`src/rtl/muldiv_unit_if.sv`:
```
// Request/response bundle for muldiv_unit: operation request in, result and status out.
interface muldiv_unit_if;
  logic        Start;
  logic        Op;
  logic [15:0] A;
  logic [15:0] B;
  logic [15:0] Result;
  logic [15:0] Hi;
  logic        Busy;
  logic        Done;
  logic        DivZero;

  modport master (
    output Start, Op, A, B,
    input  Result, Hi, Busy, Done, DivZero
  );

  modport slave (
    input  Start, Op, A, B,
    output Result, Hi, Busy, Done, DivZero
  );
endinterface

```
`src/rtl/muldiv_unit.sv`:
```
// Iterative 16x16 multiply (shift-add) / divide (restoring), fixed 18-cycle latency.
// Define MULDIV_SIGNED_EN to treat A and B as two's complement.
module muldiv_unit (
  input  logic          Clk,
  input  logic          Reset,
  muldiv_unit_if.slave  bus
);

`ifdef MULDIV_SIGNED_EN
  localparam bit SIGNED = 1'b1;
`else
  localparam bit SIGNED = 1'b0;
`endif

  typedef enum logic [1:0] {IDLE, CALC, FIX, DONE} state_t;

  state_t      state;
  logic [3:0]  cnt;
  logic        op_q;
  logic        neg_a;
  logic        neg_b;
  logic [15:0] a_raw;
  logic [15:0] opnd;      // |A| as multiplicand, or |B| as divisor
  logic [15:0] hi_w;      // product high half / partial remainder
  logic [15:0] lo_w;      // multiplier bits / dividend bits becoming quotient
  logic [15:0] result_q;
  logic [15:0] hi_q;
  logic        busy_q;
  logic        done_q;
  logic        dz_q;

  logic        in_neg_a;
  logic        in_neg_b;
  logic [15:0] in_mag_a;
  logic [15:0] in_mag_b;

  assign in_neg_a = SIGNED && bus.A[15];
  assign in_neg_b = SIGNED && bus.B[15];
  assign in_mag_a = in_neg_a ? (~bus.A + 16'd1) : bus.A;
  assign in_mag_b = in_neg_b ? (~bus.B + 16'd1) : bus.B;

  // One iteration of either algorithm on the shared working registers.
  logic [16:0] sum;
  logic [16:0] rem_sh;
  logic [16:0] trial;
  logic [15:0] hi_nx;
  logic [15:0] lo_nx;

  always_comb begin
    sum    = '0;
    rem_sh = '0;
    trial  = '0;
    hi_nx  = hi_w;
    lo_nx  = lo_w;
    if (!op_q) begin
      sum = {1'b0, hi_w} + (lo_w[0] ? {1'b0, opnd} : 17'd0);
      {hi_nx, lo_nx} = {sum, lo_w[15:1]};
    end else begin
      rem_sh = {hi_w, lo_w[15]};
      trial  = rem_sh - {1'b0, opnd};
      if (!trial[16]) begin
        hi_nx = trial[15:0];
        lo_nx = {lo_w[14:0], 1'b1};
      end else begin
        hi_nx = rem_sh[15:0];
        lo_nx = {lo_w[14:0], 1'b0};
      end
    end
  end

  logic [31:0] prod;
  logic [31:0] prod_fix;
  logic [15:0] quot_fix;
  logic [15:0] rem_fix;

  always_comb begin
    prod     = {hi_w, lo_w};
    prod_fix = (neg_a ^ neg_b) ? (~prod + 32'd1) : prod;
    quot_fix = (neg_a ^ neg_b) ? (~lo_w + 16'd1) : lo_w;
    rem_fix  = neg_a ? (~hi_w + 16'd1) : hi_w;
  end

  always_ff @(posedge Clk) begin
    if (Reset) begin
      state    <= IDLE;
      cnt      <= '0;
      op_q     <= 1'b0;
      neg_a    <= 1'b0;
      neg_b    <= 1'b0;
      a_raw    <= '0;
      opnd     <= '0;
      hi_w     <= '0;
      lo_w     <= '0;
      result_q <= '0;
      hi_q     <= '0;
      busy_q   <= 1'b0;
      done_q   <= 1'b0;
      dz_q     <= 1'b0;
    end else begin
      done_q <= 1'b0;
      unique case (state)
        IDLE: begin
          if (bus.Start) begin
            op_q   <= bus.Op;
            neg_a  <= in_neg_a;
            neg_b  <= in_neg_b;
            a_raw  <= bus.A;
            opnd   <= bus.Op ? in_mag_b : in_mag_a;
            hi_w   <= '0;
            lo_w   <= bus.Op ? in_mag_a : in_mag_b;
            cnt    <= '0;
            dz_q   <= 1'b0;
            busy_q <= 1'b1;
            state  <= CALC;
          end
        end
        CALC: begin
          hi_w <= hi_nx;
          lo_w <= lo_nx;
          cnt  <= cnt + 4'd1;
          if (cnt == 4'd15) state <= FIX;
        end
        FIX: begin
          if (!op_q) begin
            {hi_q, result_q} <= prod_fix;
            dz_q             <= 1'b0;
          end else if (opnd == '0) begin
            result_q <= '1;
            hi_q     <= a_raw;
            dz_q     <= 1'b1;
          end else begin
            result_q <= quot_fix;
            hi_q     <= rem_fix;
            dz_q     <= 1'b0;
          end
          busy_q <= 1'b0;
          done_q <= 1'b1;
          state  <= DONE;
        end
        DONE: state <= IDLE;
        default: state <= IDLE;
      endcase
    end
  end

  assign bus.Result  = result_q;
  assign bus.Hi      = hi_q;
  assign bus.Busy    = busy_q;
  assign bus.Done    = done_q;
  assign bus.DivZero = dz_q;

endmodule

```
`src/flat_wrapper.sv`:
```
// flat-port wrapper written by rule: the top's interface ports become plain ports
module muldiv_unit_flat 
  (Clk, Reset, bus_Start, bus_Op, bus_A, bus_B, bus_Result, bus_Hi, bus_Busy, bus_Done, bus_DivZero);
  muldiv_unit_if bus_i ();
  input  logic Clk;
  input  logic Reset;
  input wire logic [$bits(bus_i.Start)-1:0] bus_Start;
  input wire logic [$bits(bus_i.Op)-1:0] bus_Op;
  input wire logic [$bits(bus_i.A)-1:0] bus_A;
  input wire logic [$bits(bus_i.B)-1:0] bus_B;
  output wire logic [$bits(bus_i.Result)-1:0] bus_Result;
  output wire logic [$bits(bus_i.Hi)-1:0] bus_Hi;
  output wire logic [$bits(bus_i.Busy)-1:0] bus_Busy;
  output wire logic [$bits(bus_i.Done)-1:0] bus_Done;
  output wire logic [$bits(bus_i.DivZero)-1:0] bus_DivZero;
  assign bus_i.Start = bus_Start;
  assign bus_i.Op = bus_Op;
  assign bus_i.A = bus_A;
  assign bus_i.B = bus_B;
  assign bus_Result = bus_i.Result;
  assign bus_Hi = bus_i.Hi;
  assign bus_Busy = bus_i.Busy;
  assign bus_Done = bus_i.Done;
  assign bus_DivZero = bus_i.DivZero;
  muldiv_unit u_core (.Clk(Clk), .Reset(Reset), .bus(bus_i));
endmodule
```
`config.mk`:
```
export PLATFORM = sky130hd
export DESIGN_NAME = muldiv_unit_flat
export DESIGN_NICKNAME = d
export VERILOG_FILES = /design/src/rtl/muldiv_unit_if.sv /design/src/rtl/muldiv_unit.sv /design/src/flat_wrapper.sv
export SDC_FILE = /design/constraint.sdc
export NUM_CORES = 1
export LEC_CHECK = 0
export ABC_AREA = 1
export BUFFER_PORTS_ARGS = -buffer_cell sky130_fd_sc_hd__buf_4
export CAP_MARGIN = 20
export CORE_MARGIN = 3
export CORE_UTILIZATION = 44
export DETAILED_ROUTE_END_ITERATION = 16
export GPL_ROUTABILITY_DRIVEN = 0
export GPL_TIMING_DRIVEN = 0
export SYNTH_ARGS = -nofsm -noshare
export SYNTH_HDL_FRONTEND = slang
export SYNTH_SLANG_ARGS = --single-unit
```
`constraint.sdc`:
```
create_clock -name Clk -period 3.5 [get_ports Clk]
set_input_delay 0.175 -clock Clk [delete_from_list [all_inputs] [get_ports Clk]]
set_output_delay 0.175 -clock Clk [all_outputs]
set_load 0.05 [all_outputs]
```
# Word level (Yosys, flattened, before mapping)
# Cells that the tools add are included.
# W data, S select, Z words.
# op_classes
add_sub_neg	3
n_eq_ne	6
mux	27
reduce_logical	8
# op_table
cell	n
$mux W16	12
$pmux W16 S2	2
$add A16 B17 Y17	1
$sub A17 B16 Y17	1
$logic_not A16 Y1	1
$pmux W2 S4	1
$pmux W4 S2	1
$reduce_and A2 Y1	4
$mux W1	6
$add A4 B1 Y4 const B	1
$eq A2 B2 Y1 const B	2
$eq A4 B4 Y1 const B	1
$mux W2	2
$mux W4	1
$pmux W1 S2	2
$reduce_bool A2 Y1	2
$eq A2 B1 Y1 const B	1
$logic_not A2 Y1	1
$ne A2 B1 Y1 const B	1
$ne A2 B2 Y1 const B	1
# totals
output_inout_bits	35
reg_bits	106
word_cells	56

# Depth between registers and ports, before layout
# Gate-level depths: netlist (run 1).
# logic_depth
word_depth	4
mapped_depth	18

# Worst setup path before layout (run 1)
# No wires, ideal clock.
# synth_timing
kind	register -> register
start	register u_core.lo_w[0]
end	register u_core.hi_w[9]
setup_ns	0.070
n_path_buf	1
path_stages_with_launch	19
t_required_ns	3.430
period_less_slack_ns	2.234
t_arrival_ns	2.163
slack_ns	1.266
path_cell_list	dfxtp_1 -> clkbuf_1 -> nand2_1 -> inv_1 -> ha_1 -> inv_1 -> fa_1 -> inv_1 -> nand3_1 -> nand2_1 -> nand2_1 -> nand2_1 -> nand2_1 -> a21o_1 -> nand3_1 -> nand2_1 -> inv_1 -> nand2_1 -> a21oi_1
# synth_via
elab_chain_len	4
# synth_rtl
element	line	rtl
from (decl)	muldiv_unit.sv:25	logic [15:0] lo_w;
from (signal assigned)	muldiv_unit.sv:110	lo_w <= bus.Op ? in_mag_a : in_mag_b;
from (signal assigned)	muldiv_unit.sv:119	lo_w <= lo_nx;
$mux W16	muldiv_unit.sv:56	sum = {1'b0, hi_w} + (lo_w[0] ? {1'b0, opnd} : 17'd0);
$add A16 B17 Y17	muldiv_unit.sv:56	
$mux W16	muldiv_unit.sv:55	if (!op_q) begin
$pmux W16 S2	muldiv_unit.sv:101	unique case (state)
to (signal assigned)	muldiv_unit.sv:118	hi_w <= hi_nx;
to (decl)	muldiv_unit.sv:24	logic [15:0] hi_w;
# No other way between the ends.
# A chain may end at the register's enable or synchronous reset.

# Worst setup path after layout (run 1)
# layout_timing
start	register u_core.lo_w[0]
end	register u_core.hi_w[15]
# The elaborated chain is that of the path after synthesis.

==> impl_metrics.ini, run 1 <==
[clocking]
hold_buffers = 0
htreeDepth = 3
ctsResizeCount = 0
clock_latency_ps = 350
numCtsBuffers = 9
root_buffer = clkbuf_16
cts_max_path_buffers = 2
clk_pin_slew_ps = 70
clock-sinks = 106
post_cts_buffers = 0
cts_tree = done

[global_routing]
grt_max_degree = 18
grt_pass1_wl_um = 38400
track_usage = 0.277
gr-total-overflow = 0
grt_pass1_vias = 6897
antenna_found_initial = 0

[floorplanning]
coreArea_um2 = 15900
die_w_um = 134
num_rows = 46
io_pins = 71
die_h_um = 134
die-area_um2 = 17900
start_util = 0.451

[yosys]
synth_cell_types = 40
synth_top_family_by_area = simple AND/OR/NAND/NOR gates
ys_ff_latch = 106
synth_cells = 1127
synth_edf_count = 0
netlist_area_um2 = 7190
synthMuxAreaShare = 0
yosys-top-cells-area = dfxtp_1 (30%), nand2_1 (12%), inv_1 (9.4%)
synth.most_common_cell = nand2_1
synthAdderAreaFrac = 0.0682
ys_seq_area_frac = 0.295
synth_compound_area_frac = 0.186
async_flop_share = 0
netlist_top_cells_count = nand2_1 (229), inv_1 (180), nand3_1 (122)
syn_area_per_cell_um2 = 6.38
synth-xor-area-share = 0.00853
synthSimpleGateAreaFrac = 0.312
netlist.top_cell.by_area = dfxtp_1
yosysWarnings = 0
synth_nets = 1201
ys.flop_type = dfxtp_1
yosysTopAreaCellShare = 0.295

[setup_path]
crit_path_max_incr_delay_ps = 490
cp_common_cell = nand2_1
critPathKind = reg -> reg
rrSetupSlack_ps = 540
crit_path_top_delay_cell = clkbuf_1
reg2reg_from = u_core.lo_w[0]
timing.rr.end = u_core.hi_w[15]
ff2ff_path_depth = 15
crit_required_ps = 3710
start_kind = flop
cp-end-kind = flop
path_cells = clkbuf_1, buf_1, nand2_1, inv_1, ha_1, a21oi_1, o21ai_0, nand2_1, nand3_1, nand2_1, inv_1, o21ai_0, inv_1, nand2_1, a21oi_1
path_max_fanout = 10
crit_arrival_ps = 3170

[layout]
finish.utilization = 0.519
drive_gt1_frac = 0.106
syn2layout_area_growth_pct = 15.0
antenna_cells = 0
nets = 1282
fill_cells = 1687

[detailed_routing]
post_drt_wl_per_cell_um = 17.7
num_vias = 7600
vias_per_cell = 5.32
ant_nets = 0
drt_first_iter_violations = 704
remaining_drc_errors = 0
drt-total-wl_um = 25400
drt-pass1-iter-count = 5

[timing]
fin_crit_sh = 0.845
finalMaxSlewViolations = 0
holdWs_ps = 30.6
finalSetupViolCount = 0
post-route-min-period_ps = 2960
skew_ps = 11.6
hold_viol_final = 0
fmax_mhz = 338
fin_setup_tns_ps = 0
worstMarginPinSlew_ps = 697
max_slew_margin = 0.535
rsz0062_at_grt = no

[hold_path]
min_to = u_core.state[0]
hold_start = Reset
worstHoldPathType = in -> reg
hold_depth = 2

[run]
drv_cap = 0

[outcome]
status = complete, no violations

[placed_design]
port_buffers = 70
hpwl_um = 19900

[power]
worst_ir_drop_vdd_mv = 0.461
power_density_nw_per_um2 = 821
leakagePower_nw = 4.04
## cells in the final DEF (no fill, tap or decap), types with 4 or more instances in the layout
| cell | n |
|---|---|
| clkbuf_1 | 46 |
| nand2_4 | 4 |
| nand3b_1 | 6 |
| nand4_1 | 9 |
| nand3_2 | 5 |
| nor3_1 | 5 |
| a21oi_1 | 69 |
| nand3_1 | 122 |
| o211ai_1 | 53 |
| inv_1 | 180 |
| nor2_1 | 98 |
| buf_2 | 4 |
| inv_2 | 5 |
| nand2_2 | 17 |
| dfxtp_1 | 106 |
| o21ai_0 | 84 |
| buf_4 | 72 |
| a31oi_1 | 14 |
| xnor2_1 | 4 |
| clkbuf_16 | 9 |
| ha_1 | 36 |
| nand2_1 | 229 |
## state kept, by name (all words and copies together), names as in the netlist, 2 cells and up
name / flops
u_core.a_raw: 16
u_core.bus.Hi: 16
u_core.bus.Result: 16
u_core.cnt: 4
u_core.hi_w: 16
u_core.lo_w: 16
u_core.opnd: 16
u_core.state: 2
## worst max-delay path by stage
stage / to / from / slack [ps] / cells after the start
after global placement: u_core.hi_w[15] / u_core.lo_w[0] / 680 / 15
final: u_core.hi_w[15] / u_core.lo_w[0] / 540 / 15
after floorplan: u_core.hi_w[9] / u_core.lo_w[0] / 1270 / 18
after CTS: u_core.hi_w[15] / u_core.lo_w[0] / 620 / 15
after global routing: u_core.hi_w[15] / u_core.lo_w[0] / 420 / 15
after detailed placement: u_core.hi_w[15] / u_core.lo_w[0] / 640 / 15
## per-stage QoR
stage / power [mW] / instance area [um2] / cells / setup WS, ps
6_report: 6.79 / 8270 / 1429 / 542
5_1_grt: 7.29 / 8270 / 1429 / 416
4_1_cts: 6.74 / 8270 / 1429 / 624
3_5_place_dp: 5.75 / 7990 / 1413 / 636
3_3_place_gp: 5.73 / 7990 / 1413 / 684
2_1_floorplan: 4.61 / 7190 / 1127 / 1270
## metal layers
layer	vias to the layer above	global-route usage	part of all wire
li1	3839	-	-
met1	3439	0.389	0.45
met2	284	0.433	0.45
met3	38	0.0585	0.081
met4	0	0.0743	0.022
met5	-	0	0
## worst max-delay path, delay by kind of cell (launching register included)
kind | cells | cell delay, ps
AOI/OAI and AO/OA | 4 | 650
DFF | 1 | 310
and+or+nand+nor | 5 | 470
adders and majority gates | 1 | 270
buffers and inverters | 5 | 1100
## where the power goes
part | internal (mW) | switching (mW) | total, mW
combinational | 1.23 | 2.72 | 3.95
clock | 0.511 | 0.468 | 0.979
sequential | 1.56 | 0.303 | 1.86
## kinds of logic after synthesis
family | count (synthesis)
compound gates | 231
xor+xnor | 7
fa+ha+maj | 38
buf+inv | 241
flops | 106
simple gates | 504
## cell type report
| class | count | area [um2] | share of cell area |
|---|---|---|---|
| Timing Repair Buffer | 70 | 526 | 0.0635 |
| Sequential cell | 106 | 2120 | 0.257 |
| Multi-Input combinational cell | 780 | 4140 | 0.500 |
| Clock buffer | 12 | 246 | 0.0298 |
| Inverter | 187 | 702 | 0.0849 |
| Clock inverter | 4 | 36.3 | 0.00439 |
| Buffer | 54 | 231 | 0.0280 |
| Tap cell | 216 | 270 | 0.0327 |
Note: power is estimated with default switching activity, not from simulation.
==> run 2, diff against run 1 <==
==> constraint.sdc (replaced) <==
create_clock -name Clk -period 2.4 [get_ports Clk]
set_input_delay 0.12 -clock Clk [delete_from_list [all_inputs] [get_ports Clk]]
set_output_delay 0.12 -clock Clk [all_outputs]
set_load 0.05 [all_outputs]
==> impl_metrics.ini, run 2 (same netlist as run 1, synthesis figures left out) <==
[outcome]
status = complete, no violations

[layout]
final_cells = 1442
antenna_cells = 0
finish.utilization = 0.535
syn2layout_area_growth_pct = 18.5
drive_gt1_frac = 0.147
nets = 1295
finalInstanceArea_um2 = 8520
final_cell_mix = nand2_1 (226), inv_1 (178), nand3_1 (117)
final_common_cell = nand2_1

[placed_design]
port_buffers = 70
dp_worst_setup_slack_ps = -464
hpwl_um = 19900
postPlaceCellArea_um2 = 7990
dp.cells = 1413

[detailed_routing]
post_drt_wl_per_cell_um = 17.7
num_vias = 7702
vias_per_cell = 5.34
ant_nets = 0
remaining_drc_errors = 0
drt_first_iter_violations = 711
drt-total-wl_um = 25500
drt-pass1-iter-count = 8

[clocking]
root_buffer = clkbuf_16
clock_latency_ps = 350
htreeDepth = 3
cts_tree = done
numCtsBuffers = 9
clock-sinks = 106
clk_pin_slew_ps = 70
cts_max_path_buffers = 2

[global_routing]
track_usage = 0.277
grt_max_degree = 18
grt_pass1_wl_um = 38600
gr-total-overflow = 0
grt_pass1_vias = 6913
antenna_found_initial = 0

[floorplanning]
die-area_um2 = 17900
coreArea_um2 = 15900
io_pins = 71
die_h_um = 134
num_rows = 46
start_util = 0.451
die_w_um = 134

[timing]
skew_ps = 10.6
holdWs_ps = 84.3
fmax_mhz = 434
finalMaxSlewViolations = 0
max_slew_margin = 0.536
rsz0062_at_grt = yes
hold_viol_final = 0
final.setup.worst_slack_ps = 95.6
finalSetupViolCount = 0
worstMarginPinSlew_ps = 696
fin_setup_tns_ps = 0
fin_crit_sh = 0.960
post-route-min-period_ps = 2300

[power]
power_density_nw_per_um2 = 1210
leakagePower_nw = 4.13
power.total_mw = 10.3
worst_ir_drop_vdd_mv = 0.673

[setup_path]
ff2ff_path_depth = 16
crit_arrival_ps = 2520
start_kind = flop
critPathKind = reg -> reg
crit_required_ps = 2610
timing.rr.end = u_core.hi_w[12]
reg2reg_from = u_core.lo_w[15]
path_max_fanout = 5
cp-end-kind = flop
rrSetupSlack_ps = 100

[run]
drv_cap = 0

[hold_path]
worstHoldPathType = in -> reg
min_to = u_core.a_raw[3]
hold_depth = 3
hold_start = bus_A[3]
-- run 2: repair_timing --
action / 4_1_cts / 5_1_grt
endpoints found under the setup margin: 17 / 19
buffers inserted: 2 / 10
hold buffers: 1 / 0
endpoints found under the hold margin: 1 / 0
pin swaps: 1 / 6
cloned: 0 / 1
resized for setup: 14 / 35
-- run 2: cell type report --
type | instances | area, um2
sequential | 106 | 2150
inverter | 187 | 704
buffer | 53 | 238
timing repair buffer | 84 | 651
multi-input combinational | 780 | 4230
clock buffer | 12 | 246
clock inverter | 4 | 36.3
tap | 216 | 270
fill | 1670 | 7420
-- run 2: how the worst max path moves through the flow --
stage                                from              end  slack (ps)  cells after the start
after CTS                 u_core.hi_w[14]   u_core.hi_w[7]          10                     13
after global routing      u_core.lo_w[15]  u_core.hi_w[11]         -30                     17
final                     u_core.lo_w[15]  u_core.hi_w[12]         100                     16
after global placement     u_core.lo_w[0]  u_core.hi_w[15]        -420                     15
after floorplan            u_core.lo_w[0]   u_core.hi_w[9]         170                     18
after detailed placement   u_core.lo_w[0]  u_core.hi_w[15]        -460                     15
-- run 2: worst max-delay path: stages, from the launching register on --
cell     delay, ps
dfxtp_2        360
inv_4           70
ha_4           170
fa_2           400
inv_2           80
nand2_1         70
nand2_1         70
nand3_1         80
nand2_2         90
nand2_4         70
nand2_4         90
nand2_8         70
buf_4          150
nand3_1         60
nand3_1        130
nand3_1        140
a21oi_1         70
-- run 2: layer usage --
layer  wire [um]  global-route usage  up-vias
met3        2030              0.0574       40
met2       11400               0.435      284
met1       11600               0.390     3510
met4         439              0.0709        0
met5           0                   0        -
li1            -                   -     3868
-- run 2: power breakdown --
group / internal, mW / switching, mW / leakage [nW] / total [mW]
clock network: 0.745 / 0.684 / 0.135 / 1.43
logic: 2.05 / 4.05 / 3.12 / 6.10
registers: 2.30 / 0.465 / 0.877 / 2.76
==> run 3, diff against run 2 <==
--- a/config.mk
+++ b/config.mk
@@ -8,11 +8,14 @@
 export ABC_AREA = 1
 export BUFFER_PORTS_ARGS = -buffer_cell sky130_fd_sc_hd__buf_4
 export CAP_MARGIN = 20
+export CORE_ASPECT_RATIO = 1.1
 export CORE_MARGIN = 3
 export CORE_UTILIZATION = 44
+export CTS_CLUSTER_DIAMETER = 200
 export DETAILED_ROUTE_END_ITERATION = 16
 export GPL_ROUTABILITY_DRIVEN = 0
 export GPL_TIMING_DRIVEN = 0
+export SLEW_MARGIN = 10
 export SYNTH_ARGS = -nofsm -noshare
 export SYNTH_HDL_FRONTEND = slang
 export SYNTH_SLANG_ARGS = --single-unit
==> impl_metrics.ini, run 3 (same netlist as run 1, synthesis figures left out) <==
[timing]
skew_ps = 12.2
final.setup.worst_slack_ps = 78.4
hold_viol_final = 0
fmax_mhz = 431
fin_setup_tns_ps = 0
worstMarginPinSlew_ps = 665
holdWs_ps = 60.9
rsz0062_at_grt = yes
post-route-min-period_ps = 2320
fin_crit_sh = 0.967
finalSetupViolCount = 0
max_slew_margin = 0.556
finalMaxSlewViolations = 0

[power]
combPwrFrac = 0.581
seqPwrFrac = 0.263
p_switching_mw = 5.30
power_density_nw_per_um2 = 1220
power.total_mw = 10.5
sw_frac_of_total = 0.506
intPower_mw = 5.18
leakagePower_nw = 4.16
power_frac_clock = 0.156
worst_ir_drop_vdd_mv = 0.701

[layout]
multi_input_area_um2 = 4250
drive_gt1_frac = 0.147
final_common_cell = nand2_1
finish.utilization = 0.540
seqCellArea_um2 = 2140
syn2layout_area_growth_pct = 19.0
antenna_cells = 0
final_cell_mix = nand2_1 (224), inv_1 (178), nand3_1 (116)
nets = 1293
fill_cells = 1632

[setup_path]
crit_path_top_delay_cell = fa_2
reg2reg_from = u_core.lo_w[15]
critPathKind = reg -> reg
path_cells = clkinv_4, ha_4, fa_2, inv_2, nand2_2, nand2_2, nand3_2, nand2_2, nand2_4, nand2_4, nand2_8, nand2_8, clkbuf_16, nand2_2, nand3_2, nand3_1, a21oi_1
crit_path_max_incr_delay_ps = 420
start_kind = flop
cp-end-kind = flop
crit_required_ps = 2680
path_max_fanout = 8
crit_arrival_ps = 2600
ff2ff_path_depth = 17
rrSetupSlack_ps = 80
timing.rr.end = u_core.hi_w[0]
cp_common_cell = nand2_2

[clocking]
root_buffer = clkbuf_16
htreeDepth = 3
clock_latency_ps = 360
clock-sinks = 106
clk_pin_slew_ps = 80
numCtsBuffers = 9
cts_tree = done
cts_max_path_buffers = 2

[placed_design]
port_buffers = 70
dp_worst_setup_slack_ps = -417
hpwl_um = 20300

[detailed_routing]
wl_met3_um = 1520
drt-pass1-iter-count = 5
vias_per_cell = 5.36
num_vias = 7636
ant_nets = 0
remaining_drc_errors = 0
post_drt_wl_per_cell_um = 18.0
met2_length_um = 12400
highest_layer = met4
drt_first_iter_violations = 536
drt-met1-wl_um = 10800
drt-total-wl_um = 25600

[run]
drv_cap = 0

[global_routing]
grt_pass1_vias = 7174
gr-total-overflow = 0
track_usage = 0.284
grt_pass1_wl_um = 39600
grt_max_degree = 22
antenna_found_initial = 0

[floorplanning]
die-area_um2 = 17900
num_rows = 48
coreArea_um2 = 15900
io_pins = 71
die_w_um = 128
die_h_um = 140
start_util = 0.454

[outcome]
status = complete, no violations

[hold_path]
hold_start = bus_A[5]
min_to = u_core.a_raw[5]
worstHoldPathType = in -> reg
hold_depth = 3
## run 3: cell types whose count changed in the layout (fill, tap and decap cells not counted), moves of 2 or more
cell,delta
nand2_1,-2
dfxtp_2,-3
clkinv_8,+2
buf_4,-2
clkbuf_1,-3
dfxtp_1,+3
## run 3: layer usage
metal,track usage,vias up
li1,-,3859
met1,0.364,3446
met2,0.484,268
met3,0.0400,63
met4,0.106,0
met5,0,-
## run 3: how the worst max path moves through the flow
stage / start / endpoint / slack, ps
6_report: u_core.lo_w[15] / u_core.hi_w[0] / 80
5_1_grt: u_core.lo_w[15] / u_core.hi_w[9] / -30
4_1_cts: u_core.lo_w[15] / u_core.hi_w[13] / 10
3_5_place_dp: u_core.lo_w[0] / u_core.hi_w[15] / -420
3_3_place_gp: u_core.lo_w[0] / u_core.hi_w[15] / -450
2_1_floorplan: u_core.lo_w[0] / u_core.hi_w[9] / 170
## run 3: repair_timing
action / in CTS / in global routing
gates resized for setup: 11 / 44
buffers inserted: 3 / 7
gates cloned: 0 / 1
hold endpoints to repair: 1 / 0
pin swaps: 1 / 9
hold buffers: 1 / 0
setup endpoints to repair: 17 / 18
## run 3: final cells by class
type / instances / area share
buffer: 53 / 0.0281
clock buffer: 9 / 0.0263
clock inverter: 7 / 0.0120
inverter: 187 / 0.0826
multi-input combinational: 780 / 0.497
sequential: 106 / 0.250
tap: 200 / 0.0292
timing repair buffer: 82 / 0.0743
## run 3: through the flow
stage / instance area [um2] / cells
finish: 8560 / 1424
global route: 8560 / 1424
CTS: 8340 / 1416
detailed placement: 7970 / 1397
global placement: 7970 / 1397
floorplan: 7190 / 1127
## run 3: worst max-delay path: cells and delay by family, from the launching register on
family / cells / cell delay [ps]
simple gates: 11 / 830
buf+inv: 3 / 310
compound gates: 1 / 150
flops: 1 / 370
fa+ha+maj: 2 / 580
## run 3: power groups by stage
| stage | registers, mW | logic [mW] | clock network, mW |
|---|---|---|---|
| after floorplan | 3.20 | 3.51 | 0 |
| after global placement | 2.75 | 5.66 | 0 |
| after detailed placement | 2.74 | 5.69 | 0 |
| after CTS | 2.73 | 5.73 | 1.66 |
| after global routing | 2.81 | 6.71 | 1.73 |
| final | 2.76 | 6.09 | 1.63 |
